--- config.mk ---
export PLATFORM = sky130hd
export DESIGN_NAME = mem_stage_flat
export DESIGN_NICKNAME = d
export VERILOG_FILES = /design/src/rtl/mem_stage_if.sv /design/src/rtl/mem_stage.sv /design/src/flat_wrapper.sv
export SDC_FILE = /design/constraint.sdc
export NUM_CORES = 1
export LEC_CHECK = 0
export ABC_AREA = 1
export BUFFER_PORTS_ARGS = -buffer_cell sky130_fd_sc_hd__buf_2
export CORE_ASPECT_RATIO = 0.9
export CORE_MARGIN = 2
export CORE_UTILIZATION = 44
export DETAILED_ROUTE_END_ITERATION = 12
export PLACE_DENSITY = 0.77
export SYNTH_ARGS = -nofsm -noshare
export SYNTH_HDL_FRONTEND = slang
export SYNTH_SLANG_ARGS = --single-unit
--- constraint.sdc ---
create_clock -name clk -period 2.2 [get_ports clk]
set_clock_uncertainty 0.2 [all_clocks]
set_input_delay 0.11 -clock clk [delete_from_list [all_inputs] [get_ports clk]]
set_output_delay 0.11 -clock clk [all_outputs]
set_load 0.01 [all_outputs]
--- src/rtl/mem_stage_if.sv ---
// Data-memory bus between the MEM stage (master) and the external data memory (slave).
// The memory may take any number of cycles to answer a request; mem_ack marks completion.
interface mem_stage_if #(
    parameter int WORD_LEN = 32
);
    logic                mem_req;
    logic                mem_we;
    logic [WORD_LEN-1:0] mem_addr;
    logic [WORD_LEN-1:0] mem_wdata;
    logic                mem_ack;
    logic [WORD_LEN-1:0] mem_rdata;

    modport master (
        output mem_req,
        output mem_we,
        output mem_addr,
        output mem_wdata,
        input  mem_ack,
        input  mem_rdata
    );

    modport slave (
        input  mem_req,
        input  mem_we,
        input  mem_addr,
        input  mem_wdata,
        output mem_ack,
        output mem_rdata
    );
endinterface

--- src/rtl/mem_stage.sv ---
// MEM stage of the 5-stage MIPS pipeline: runs a variable-latency req/ack access on the
// data memory, freezes the upstream stages while it waits, and registers the MEM/WB outputs.
// An access that is not acknowledged within TIMEOUT cycles is abandoned and flagged.
module mem_stage #(
    parameter int WORD_LEN     = 32,
    parameter int REG_ADDR_LEN = 5,
    parameter int TIMEOUT      = 16
) (
    input  logic                    clk,
    input  logic                    rst,
    input  logic                    WB_EN_in,
    input  logic                    Mem_Read_EN_in,
    input  logic                    Mem_Write_EN_in,
    input  logic [WORD_LEN-1:0]     ALU_Result_in,
    input  logic [WORD_LEN-1:0]     Store_Value_in,
    input  logic [REG_ADDR_LEN-1:0] Dest_in,
    mem_stage_if.master             mem,
    output logic                    freeze,
    output logic                    WB_EN,
    output logic                    Mem_Read_EN,
    output logic [WORD_LEN-1:0]     ALU_Result,
    output logic [WORD_LEN-1:0]     Mem_Read_Value,
    output logic [REG_ADDR_LEN-1:0] Dest,
    output logic                    err_timeout
);

    typedef enum logic {IDLE, BUSY} state_t;

    // Last wait count before giving up; wait_cnt is 8 bits since TIMEOUT <= 255.
    localparam logic [7:0] LAST_WAIT = 8'(TIMEOUT - 1);

    state_t     state, state_nxt;
    logic [7:0] wait_cnt, wait_cnt_nxt;
    logic       access;
    logic       is_read;
    logic       req;
    logic       timeout_now;

    // A combined read+write is treated as a write; the read side is dropped.
    assign access  = Mem_Read_EN_in | Mem_Write_EN_in;
    assign is_read = Mem_Read_EN_in & ~Mem_Write_EN_in;

    assign mem.mem_req   = req;
    assign mem.mem_we    = Mem_Write_EN_in;
    assign mem.mem_addr  = ALU_Result_in;
    assign mem.mem_wdata = Store_Value_in;

    // State register and wait counter.
    always_ff @(posedge clk) begin
        if (rst) begin
            state    <= IDLE;
            wait_cnt <= 8'd0;
        end else begin
            state    <= state_nxt;
            wait_cnt <= wait_cnt_nxt;
        end
    end

    // Next-state, request and timeout decode; reset forces the bus and freeze quiet.
    always_comb begin
        state_nxt    = state;
        wait_cnt_nxt = wait_cnt;
        req          = 1'b0;
        timeout_now  = 1'b0;
        if (!rst) begin
            case (state)
                IDLE: begin
                    req = access;
                    if (access && !mem.mem_ack) begin
                        state_nxt    = BUSY;
                        wait_cnt_nxt = 8'd1;
                    end
                end
                BUSY: begin
                    req = 1'b1;
                    if (mem.mem_ack) begin
                        state_nxt    = IDLE;
                        wait_cnt_nxt = 8'd0;
                    end else if (wait_cnt == LAST_WAIT) begin
                        timeout_now  = 1'b1;
                        state_nxt    = IDLE;
                        wait_cnt_nxt = 8'd0;
                    end else begin
                        wait_cnt_nxt = wait_cnt + 8'd1;
                    end
                end
                default: begin
                    state_nxt    = IDLE;
                    wait_cnt_nxt = 8'd0;
                end
            endcase
        end
        freeze = req & ~mem.mem_ack & ~timeout_now;
    end

    // MEM/WB register: bubble while frozen, squash write-back on timeout, else capture.
    always_ff @(posedge clk) begin
        if (rst) begin
            WB_EN          <= 1'b0;
            Mem_Read_EN    <= 1'b0;
            ALU_Result     <= '0;
            Mem_Read_Value <= '0;
            Dest           <= '0;
            err_timeout    <= 1'b0;
        end else if (freeze) begin
            WB_EN       <= 1'b0;
            Mem_Read_EN <= 1'b0;
        end else if (timeout_now) begin
            WB_EN          <= 1'b0;
            Mem_Read_EN    <= 1'b0;
            ALU_Result     <= ALU_Result_in;
            Mem_Read_Value <= '0;
            Dest           <= Dest_in;
            err_timeout    <= 1'b1;
        end else begin
            WB_EN          <= WB_EN_in;
            Mem_Read_EN    <= is_read;
            ALU_Result     <= ALU_Result_in;
            Mem_Read_Value <= is_read ? mem.mem_rdata : '0;
            Dest           <= Dest_in;
        end
    end

endmodule

--- src/flat_wrapper.sv ---
// flat-port wrapper written by rule: the top's interface ports become plain ports
module mem_stage_flat 
#(
    parameter int WORD_LEN     = 32,
    parameter int REG_ADDR_LEN = 5,
    parameter int TIMEOUT      = 16
)
  (clk, rst, WB_EN_in, Mem_Read_EN_in, Mem_Write_EN_in, ALU_Result_in, Store_Value_in, Dest_in, freeze, WB_EN, Mem_Read_EN, ALU_Result, Mem_Read_Value, Dest, err_timeout, mem_mem_req, mem_mem_we, mem_mem_addr, mem_mem_wdata, mem_mem_ack, mem_mem_rdata);
  mem_stage_if #(.WORD_LEN(WORD_LEN)) mem_i ();
  input  logic clk;
  input  logic rst;
  input  logic WB_EN_in;
  input  logic Mem_Read_EN_in;
  input  logic Mem_Write_EN_in;
  input  logic [WORD_LEN-1:0] ALU_Result_in;
  input  logic [WORD_LEN-1:0] Store_Value_in;
  input  logic [REG_ADDR_LEN-1:0] Dest_in;
  output logic freeze;
  output logic WB_EN;
  output logic Mem_Read_EN;
  output logic [WORD_LEN-1:0] ALU_Result;
  output logic [WORD_LEN-1:0] Mem_Read_Value;
  output logic [REG_ADDR_LEN-1:0] Dest;
  output logic err_timeout;
  output wire logic [$bits(mem_i.mem_req)-1:0] mem_mem_req;
  output wire logic [$bits(mem_i.mem_we)-1:0] mem_mem_we;
  output wire logic [$bits(mem_i.mem_addr)-1:0] mem_mem_addr;
  output wire logic [$bits(mem_i.mem_wdata)-1:0] mem_mem_wdata;
  input wire logic [$bits(mem_i.mem_ack)-1:0] mem_mem_ack;
  input wire logic [$bits(mem_i.mem_rdata)-1:0] mem_mem_rdata;
  assign mem_mem_req = mem_i.mem_req;
  assign mem_mem_we = mem_i.mem_we;
  assign mem_mem_addr = mem_i.mem_addr;
  assign mem_mem_wdata = mem_i.mem_wdata;
  assign mem_i.mem_ack = mem_mem_ack;
  assign mem_i.mem_rdata = mem_mem_rdata;
  mem_stage #(.WORD_LEN(WORD_LEN), .REG_ADDR_LEN(REG_ADDR_LEN), .TIMEOUT(TIMEOUT)) u_core (.clk(clk), .rst(rst), .WB_EN_in(WB_EN_in), .Mem_Read_EN_in(Mem_Read_EN_in), .Mem_Write_EN_in(Mem_Write_EN_in), .ALU_Result_in(ALU_Result_in), .Store_Value_in(Store_Value_in), .Dest_in(Dest_in), .mem(mem_i), .freeze(freeze), .WB_EN(WB_EN), .Mem_Read_EN(Mem_Read_EN), .ALU_Result(ALU_Result), .Mem_Read_Value(Mem_Read_Value), .Dest(Dest), .err_timeout(err_timeout));
endmodule
### Word-level counts from Yosys, hierarchy flattened

Index checks and enable logic that the tools add are counted.
W data, S select, Z words.

* add/sub/neg operators: 1
* eq/ne operators: 2
* muxes and demuxes: 16
* bitwise gates (word level): 9
* reductions and logical operators: 4

Operators with widths (number)
* $mux W32: 2
* $mux W8: 3
* $pmux W8 S2: 1
* $add A8 B1 Y8 const B: 1
* $eq A8 B4 Y1 const B: 1
* $mux W1: 8
* $not A1 Y1: 5
* $pmux W1 S2: 2
* $and A1 B1 Y1: 3
* $reduce_or A3 Y1: 1
* $ne A2 B1 Y1 const B: 1
* $reduce_and A2 Y1: 1
* $logic_and A1 B1 Y1: 1
* $logic_not A1 Y1: 1
* $or A1 B1 Y1: 1

* register bits after elaboration: 81
* input bits: 107
* logic and storage cells: 40

### Longest topological paths before layout

Gate-level depths: netlist of run 1.

* depth in word-level cells: 9
* mapped depth: 9
* gate-level depth less buffers: 8

### Worst setup path after synthesis of run 1

Ideal clock, no wire load.

* kind: reg-to-reg
* start: register u_core.wait_cnt[0]
* end: register u_core.Mem_Read_Value[10]
* setup time: 0.113 ns
* arrival: 1.310 ns
* required time: 1.887 ns
* slack: 0.578 ns
* cell stages (with the launch flop): 10
* buffers on the path: 1
* cells stage by stage: dfxtp_1 > ha_1 > nand3_1 > nor2_4 > nand2_8 > nand2_8 > buf_2 > nand2_1 > nand2_1 > nor2_1

* cells in the longest elaborated chain, start to end: 7
* elaborated cells between the ends (all ways): 8
* those cells by class: eq/ne: 1; mux: 5; bitwise: 2

Ends and longest elaborated chain
* start, declared: line mem_stage.sv:33 `logic [7:0] wait_cnt, wait_cnt_nxt;`
* start signal, assigned: line mem_stage.sv:55 `wait_cnt <= wait_cnt_nxt;`
* $eq A8 B4 Y1 (*): line mem_stage.sv:79 `end else if (wait_cnt == LAST_WAIT) begin`
* $mux W1 (*): line mem_stage.sv:79
* $mux W1 (*): line mem_stage.sv:76 `if (mem.mem_ack) begin`
* $mux W1 (*): line mem_stage.sv:66 `case (state)`
* $mux W1 (*): line mem_stage.sv:65 `if (!rst) begin`
* $not A1 Y1: line mem_stage.sv:93 `freeze = req & ~mem.mem_ack & ~timeout_now;`
* $and A1 B1 Y1: line mem_stage.sv:93
* end signal, assigned: line mem_stage.sv:119 `Mem_Read_Value <= is_read ? mem.mem_rdata : '0;`
* end, declared: line mem_stage.sv:22 `output logic [WORD_LEN-1:0] Mem_Read_Value,`

Every way passes the cells marked *; elsewhere a longest branch is shown, timed or not.
A chain may end at the register's enable or synchronous reset.

### Final worst setup path of run 1

* start: input rst
* end: register u_core.WB_EN

* cells in the longest elaborated chain, start to end: 4
* elaborated cells between the ends (all ways): 6
* those cells by class: mux: 2; bitwise: 3; reduce/logical: 1

Ends and longest elaborated chain
* start, declared: line flat_wrapper.sv:11 `input logic rst;`
* $mux W1: line mem_stage.sv:65
* $and A1 B1 Y1 / $not A1 Y1 (equally long branches): line mem_stage.sv:93
* $and A1 B1 Y1: line mem_stage.sv:93
* $reduce_or A3 Y1 (no source line) (*)
* end signal, assigned: line mem_stage.sv:116 `WB_EN <= WB_EN_in;`
* end, declared: line mem_stage.sv:19 `output logic WB_EN,`

Marked as above.

==> results of run 1 <==
path summary, 6_finish.rpt:
path,slack [ns],end
worst max-delay path,0.14,u_core.WB_EN$_SDFF_PP0_
worst max register to register,0.18,u_core.WB_EN$_SDFF_PP0_
worst min register to register,0.25,u_core.err_timeout$_SDFFE_PP0P_
worst min-delay path,0.02,mem_mem_wdata[21]
metal layers:
layer / global-route usage / wire, µm
met2: 0.3898 / 5409
met1: 0.2321 / 4566
met3: 0.05058 / 730
met5: 0 / 0
met4: 0.08004 / 180
through the flow:
step	setup WS [ns]	power, mW	hold WS (ns)	cell area, µm²	util
5_1_grt	0.009659	3.409	0.02002	5474	0.6026
2_1_floorplan	0.5776	2.053	0.04492	4104	-
4_1_cts	0.03531	3.266	0.01518	5443	0.5992
6_report	0.1354	3.220	0.02000	5474	0.6026
3_3_place_gp	0.2880	2.165	0.02007	4543	0.5001
3_5_place_dp	0.1982	2.179	0.02007	4543	0.5001
repair_timing:
| action | CTS | global route |
|---|---|---|
| endpoints found under the setup margin | 1 | 3 |
| hold buffers | 72 | 0 |
| pin swaps | 0 | 2 |
| cloned | 0 | 1 |
| hold endpoints to repair | 77 | 0 |
| buffers inserted | 0 | 2 |
| gates resized for setup | 2 | 2 |
synthesized netlist by cell type, types with 2 or more instances:
cell type,instances
nand2_1,128
nand2_8,2
inv_1,27
nor2_4,2
nand3_1,5
clkbuf_1,5
nor2_1,158
o21ai_0,2
dfxtp_1,81
nor3_1,3
buf_2,15
a21oi_1,9
inv_2,2
nand3b_1,51
buf_4,67
buf_6,6
report_power, final:
group,internal [mW],switching (mW)
sequential,1.55,0.0412
clock,0.442,0.523
combinational,0.321,0.339
total,2.32,0.903
layout make-up:
type | count | area (µm²)
sequential | 81 | 1622
fill | 780 | 3610
multi-input combinational | 371 | 1714
inverter | 30 | 125.1
clock buffer | 12 | 145.1
timing repair buffer | 261 | 1687
tap | 122 | 152.6
clock inverter | 4 | 28.78
cell families (layout without fill, tap and decap cells):
kind of cell / count (synthesis) / in the layout / synth area share
AND/OR/NAND/NOR: 354 / 355 / 0.3912
buffers and inverters: 123 / 307 / 0.1899
flip-flops: 81 / 81 / 0.3951
AO/OA/AOI/OAI: 13 / 13 / 0.01646
XOR/XNOR: 2 / 2 / 0.004269
adder cells (fa/ha/maj): 1 / 1 / 0.003048
flip-flops by register name, summed over array words and instances, names as in the netlist:
register / cells
u_core.state: 1
u_core.WB_EN: 1
u_core.Mem_Read_Value: 32
u_core.Dest: 5
u_core.Mem_Read_EN: 1
u_core.wait_cnt: 8
u_core.err_timeout: 1
u_core.ALU_Result: 32
==> results.cfg, run 1 <==
[min_path]
hp-start = Store_Value_in[21]
min_path_cells = 0
hold_path_class = primary input to output port

[clock_network]
htreeDepth = 3
clkTransAtPathRegs_ns = 0.08
clk_latency_ns = 0.33
cts_tree = built
numClockSinks = 81
clk_path_buf_depth = 2
cts_made_buffers = 9
root_buffer = clkbuf_8

[worst_setup_path]
end_kind = flip-flop
cpMaxStageDelayCell = dlygate4sd3_1
reg2reg_from = u_core.state$_SDFF_PP0_
critPathLaunchType = primary input
cp_data_required_time_ns = 2.23
arrival_ns = 2.09
critPathMaxFanout = 27
slowest_delay_ns = 0.55
rr_worst_depth = 7
cp-startpoint = rst
cp_common_cell = dlygate4sd3_1
worst-path-buf-inv = 5
worstPathCellList = dlygate4sd3_1 > buf_2 > inv_2 > nand2_2 > nor2_8 > buf_4 > nor3b_1 > dlygate4sd3_1
path_class = primary input to flip-flop
cpLargestDelayFamily = buffers and inverters
cp.depth = 8

[floorplanning]
die_y_um = 95.62
die_w_um = 105.8
die_area_um2 = 10120
rows = 33
ios = 246
coreArea_um2 = 9084
initial_core_util = 0.4518

[placement]
globalplace.congestion = 0.8206
io_buffers = 181
hpwl_um = 6598
dp.cells = 790

[cells_and_area]
drive_gt1_frac = 0.2833
nets = 862
n_antenna_cell = 0
area_delta_synth_final_pct = 33.38
final_common_cell = buf_2
final_cell_mix = buf_2, nor2_1, nand2_1
stdcell_count = 881

[logic_synthesis]
syn-num-nets = 682
yosysWarningCount = 0
yosysTopAreaCell = dfxtp_1
avgSynthCellArea_um2 = 7.150
synth_top_flop_cell = dfxtp_1
ys_seq_elements = 81
synth_top_area_frac = 0.3951
async_flop_share = 0
ys_types = 27
synth_area_leaders = dfxtp_1, nor2_1, buf_4
synth_area_um2 = 4104
synth_cells = 574
synth_seq_area_share = 0.3951
synth_edf_count = 0

[pwr]
ir_drop_v = 0.0002955
leakage_nw = 2.882
powerDensity_nw_per_um2 = 588.2

[grt]
grt_max_degree = 53
antenna_found_initial = 0
grt_pass1_vias = 3913
globalRouteTotalUtil = 0.2092
overflow = 0
grt_pass1_wl_um = 17250

[status]
status = complete, no violations

[timing]
slew_violations = 0
slew_headroom = 0.6418
setup-tns-final_ns = 0
post-route-period-util = 0.9385
setup_viol = 0
hold_viol_final = 0
fmax_ghz = 0.4844
rsz0062_at_grt = no
finalCriticalPeriod_ns = 2.065
worstMarginPinSlew_ns = 0.5368

[routing]
wire_per_inst_um = 12.36
vias = 4037
drtIter0Drc = 204
ant_nets = 0
drt_pass1_iterations = 5
drt_wl_total_um = 10890
route.detailed.drc = 0
vias_per_cell = 4.582

[run]
maxCapViolations = 0
(Power assumes the default switching activity.)
==> inputs of run 2 (changes only) <==
Settings changed: GPL_TIMING_DRIVEN set to 0, PLACE_DENSITY 0.77 to 0.81.
==> results.cfg, run 2 (synthesized netlist as in run 1, its figures left out) <==
[floorplanning]
die_y_um = 95.62
coreArea_um2 = 9084
die_w_um = 105.8
die_area_um2 = 10120
initial_core_util = 0.4518
rows = 33
ios = 246

[cells_and_area]
final_common_cell = buf_2
multi_input_area_um2 = 1710
final_cell_mix = buf_2, nor2_1, nand2_1
nets = 981
fill_cells = 760
area_delta_synth_final_pct = 53.26
postLayoutCoreUtil = 0.6924
drive_gt1_frac = 0.3793
stdcell_count = 1000
final-seq-area_um2 = 1624
reg_top3 = u_core.ALU_Result x32, u_core.Mem_Read_Value x32, u_core.wait_cnt x8
n_antenna_cell = 0
design_area_um2 = 6290

[worst_setup_path]
worst-path-buf-inv = 6
critPathMaxFanout = 10
path_class = primary input to output port
critPathLaunchType = primary input
cp_common_cell = buf_6
cp_data_required_time_ns = 1.89
worstPathCellList = dlygate4sd3_1 > buf_6 > inv_2 > nand2_2 > nor2_8 > nand2_8 > inv_4 > buf_6 > buf_2
slowest_delay_ns = 0.55
r2r_slack_ns = 0.39
end_kind = output port
arrival_ns = 1.79
cpLargestDelayFamily = buffers and inverters
cpMaxStageDelayCell = dlygate4sd3_1

[grt]
grt_max_degree = 14
globalRouteTotalUtil = 0.2473
grt_pass1_vias = 4208
grt_pass1_wl_um = 20150
overflow = 0
antenna_found_initial = 0

[pwr]
finalPower_mw = 3.595
leakage_nw = 3.395
ir_drop_v = 0.0003764
powerDensity_nw_per_um2 = 571.6

[timing]
finalCriticalPeriod_ns = 2.096
fmax_ghz = 0.4770
setup_viol = 0
worstMarginPinSlew_ns = 0.4676
fin_hold_ws_ns = 0.02529
post-route-period-util = 0.9529
setup_ws_ns = 0.1036
setup-tns-final_ns = 0
slew_violations = 0
rsz0062_at_grt = no
slew_headroom = 0.6879
hold_viol_final = 0

[run]
maxCapViolations = 0

[placement]
globalplace.congestion = 0.8564
io_buffers = 212
hpwl_um = 8131
postPlaceCellArea_um2 = 5318
dp.cells = 908
dp_slack_ns = 0.3384

[clock_network]
clkTransAtPathRegs_ns = 0.08
root_buffer = clkbuf_8
htreeDepth = 3
numClockSinks = 81
clk_path_buf_depth = 2
clk_latency_ns = 0.34
cts_made_buffers = 9
cts_tree = built

[routing]
drtIter0Drc = 188
vias_per_cell = 4.470
vias = 4470
wire_per_inst_um = 12.78
route.detailed.drc = 0
ant_nets = 0
drt_wl_total_um = 12780
drt_pass1_iterations = 4

[min_path]
hold_path_class = primary input to flip-flop

[status]
status = complete, no violations
-- run 2: path summary, 6_finish.rpt --
path                                                       from                                     end  depth (start not counted)
worst max-delay path                                        rst                                  freeze                          9
worst min register to register  u_core.err_timeout$_SDFFE_PP0P_         u_core.err_timeout$_SDFFE_PP0P_                          2
worst min-delay path                                mem_mem_ack  u_core.Mem_Read_Value[28]$_SDFFE_PP0N_                          5
worst max register to register  u_core.wait_cnt[1]$_SDFFE_PP0P_  u_core.Mem_Read_Value[17]$_SDFFE_PP0N_                          9
-- run 2: worst register-to-register path, cell delays in order (launching register included) --
cell	delay [ns]
dfxtp_2	0.35
ha_2	0.19
nand3_2	0.11
nor2_4	0.19
nand2_8	0.09
buf_4	0.15
buf_2	0.18
nand3b_1	0.11
nand2_1	0.06
nor2_1	0.12
-- run 2: area by class of cell --
type | count | share of cell area
Timing Repair Buffer | 288 | 0.2880
Multi-Input combinational cell | 370 | 0.2719
Sequential cell | 81 | 0.2582
Buffer | 93 | 0.1056
Tap cell | 122 | 0.02427
Clock buffer | 11 | 0.02089
Inverter | 30 | 0.01830
Clock inverter | 5 | 0.01273
-- run 2: metal layers --
metal  vias to the layer above  routed length, µm  GRT usage
li1                       2289                  -          -
met4                         0                200    0.07566
met3                        27                947    0.06083
met2                       176               6499     0.4505
met1                      1978               5136     0.2890
met5                         -                  0          0
-- run 2: where the power goes --
part           total (mW)  leakage [nW]  internal [mW]  switching, mW
clock network        1.17        0.0995          0.639          0.535
registers            1.59         0.670           1.55         0.0389
logic               0.829          2.63          0.430          0.399
total                3.59          3.40           2.62          0.973
-- run 2: timing repair --
action                                  in CTS  in global routing
endpoints found under the setup margin       1                  1
pin swaps                                    1                  2
hold endpoints to repair                    77                  0
hold buffers                                72                  0
buffers inserted                             0                  4
resized for setup                            0                  4
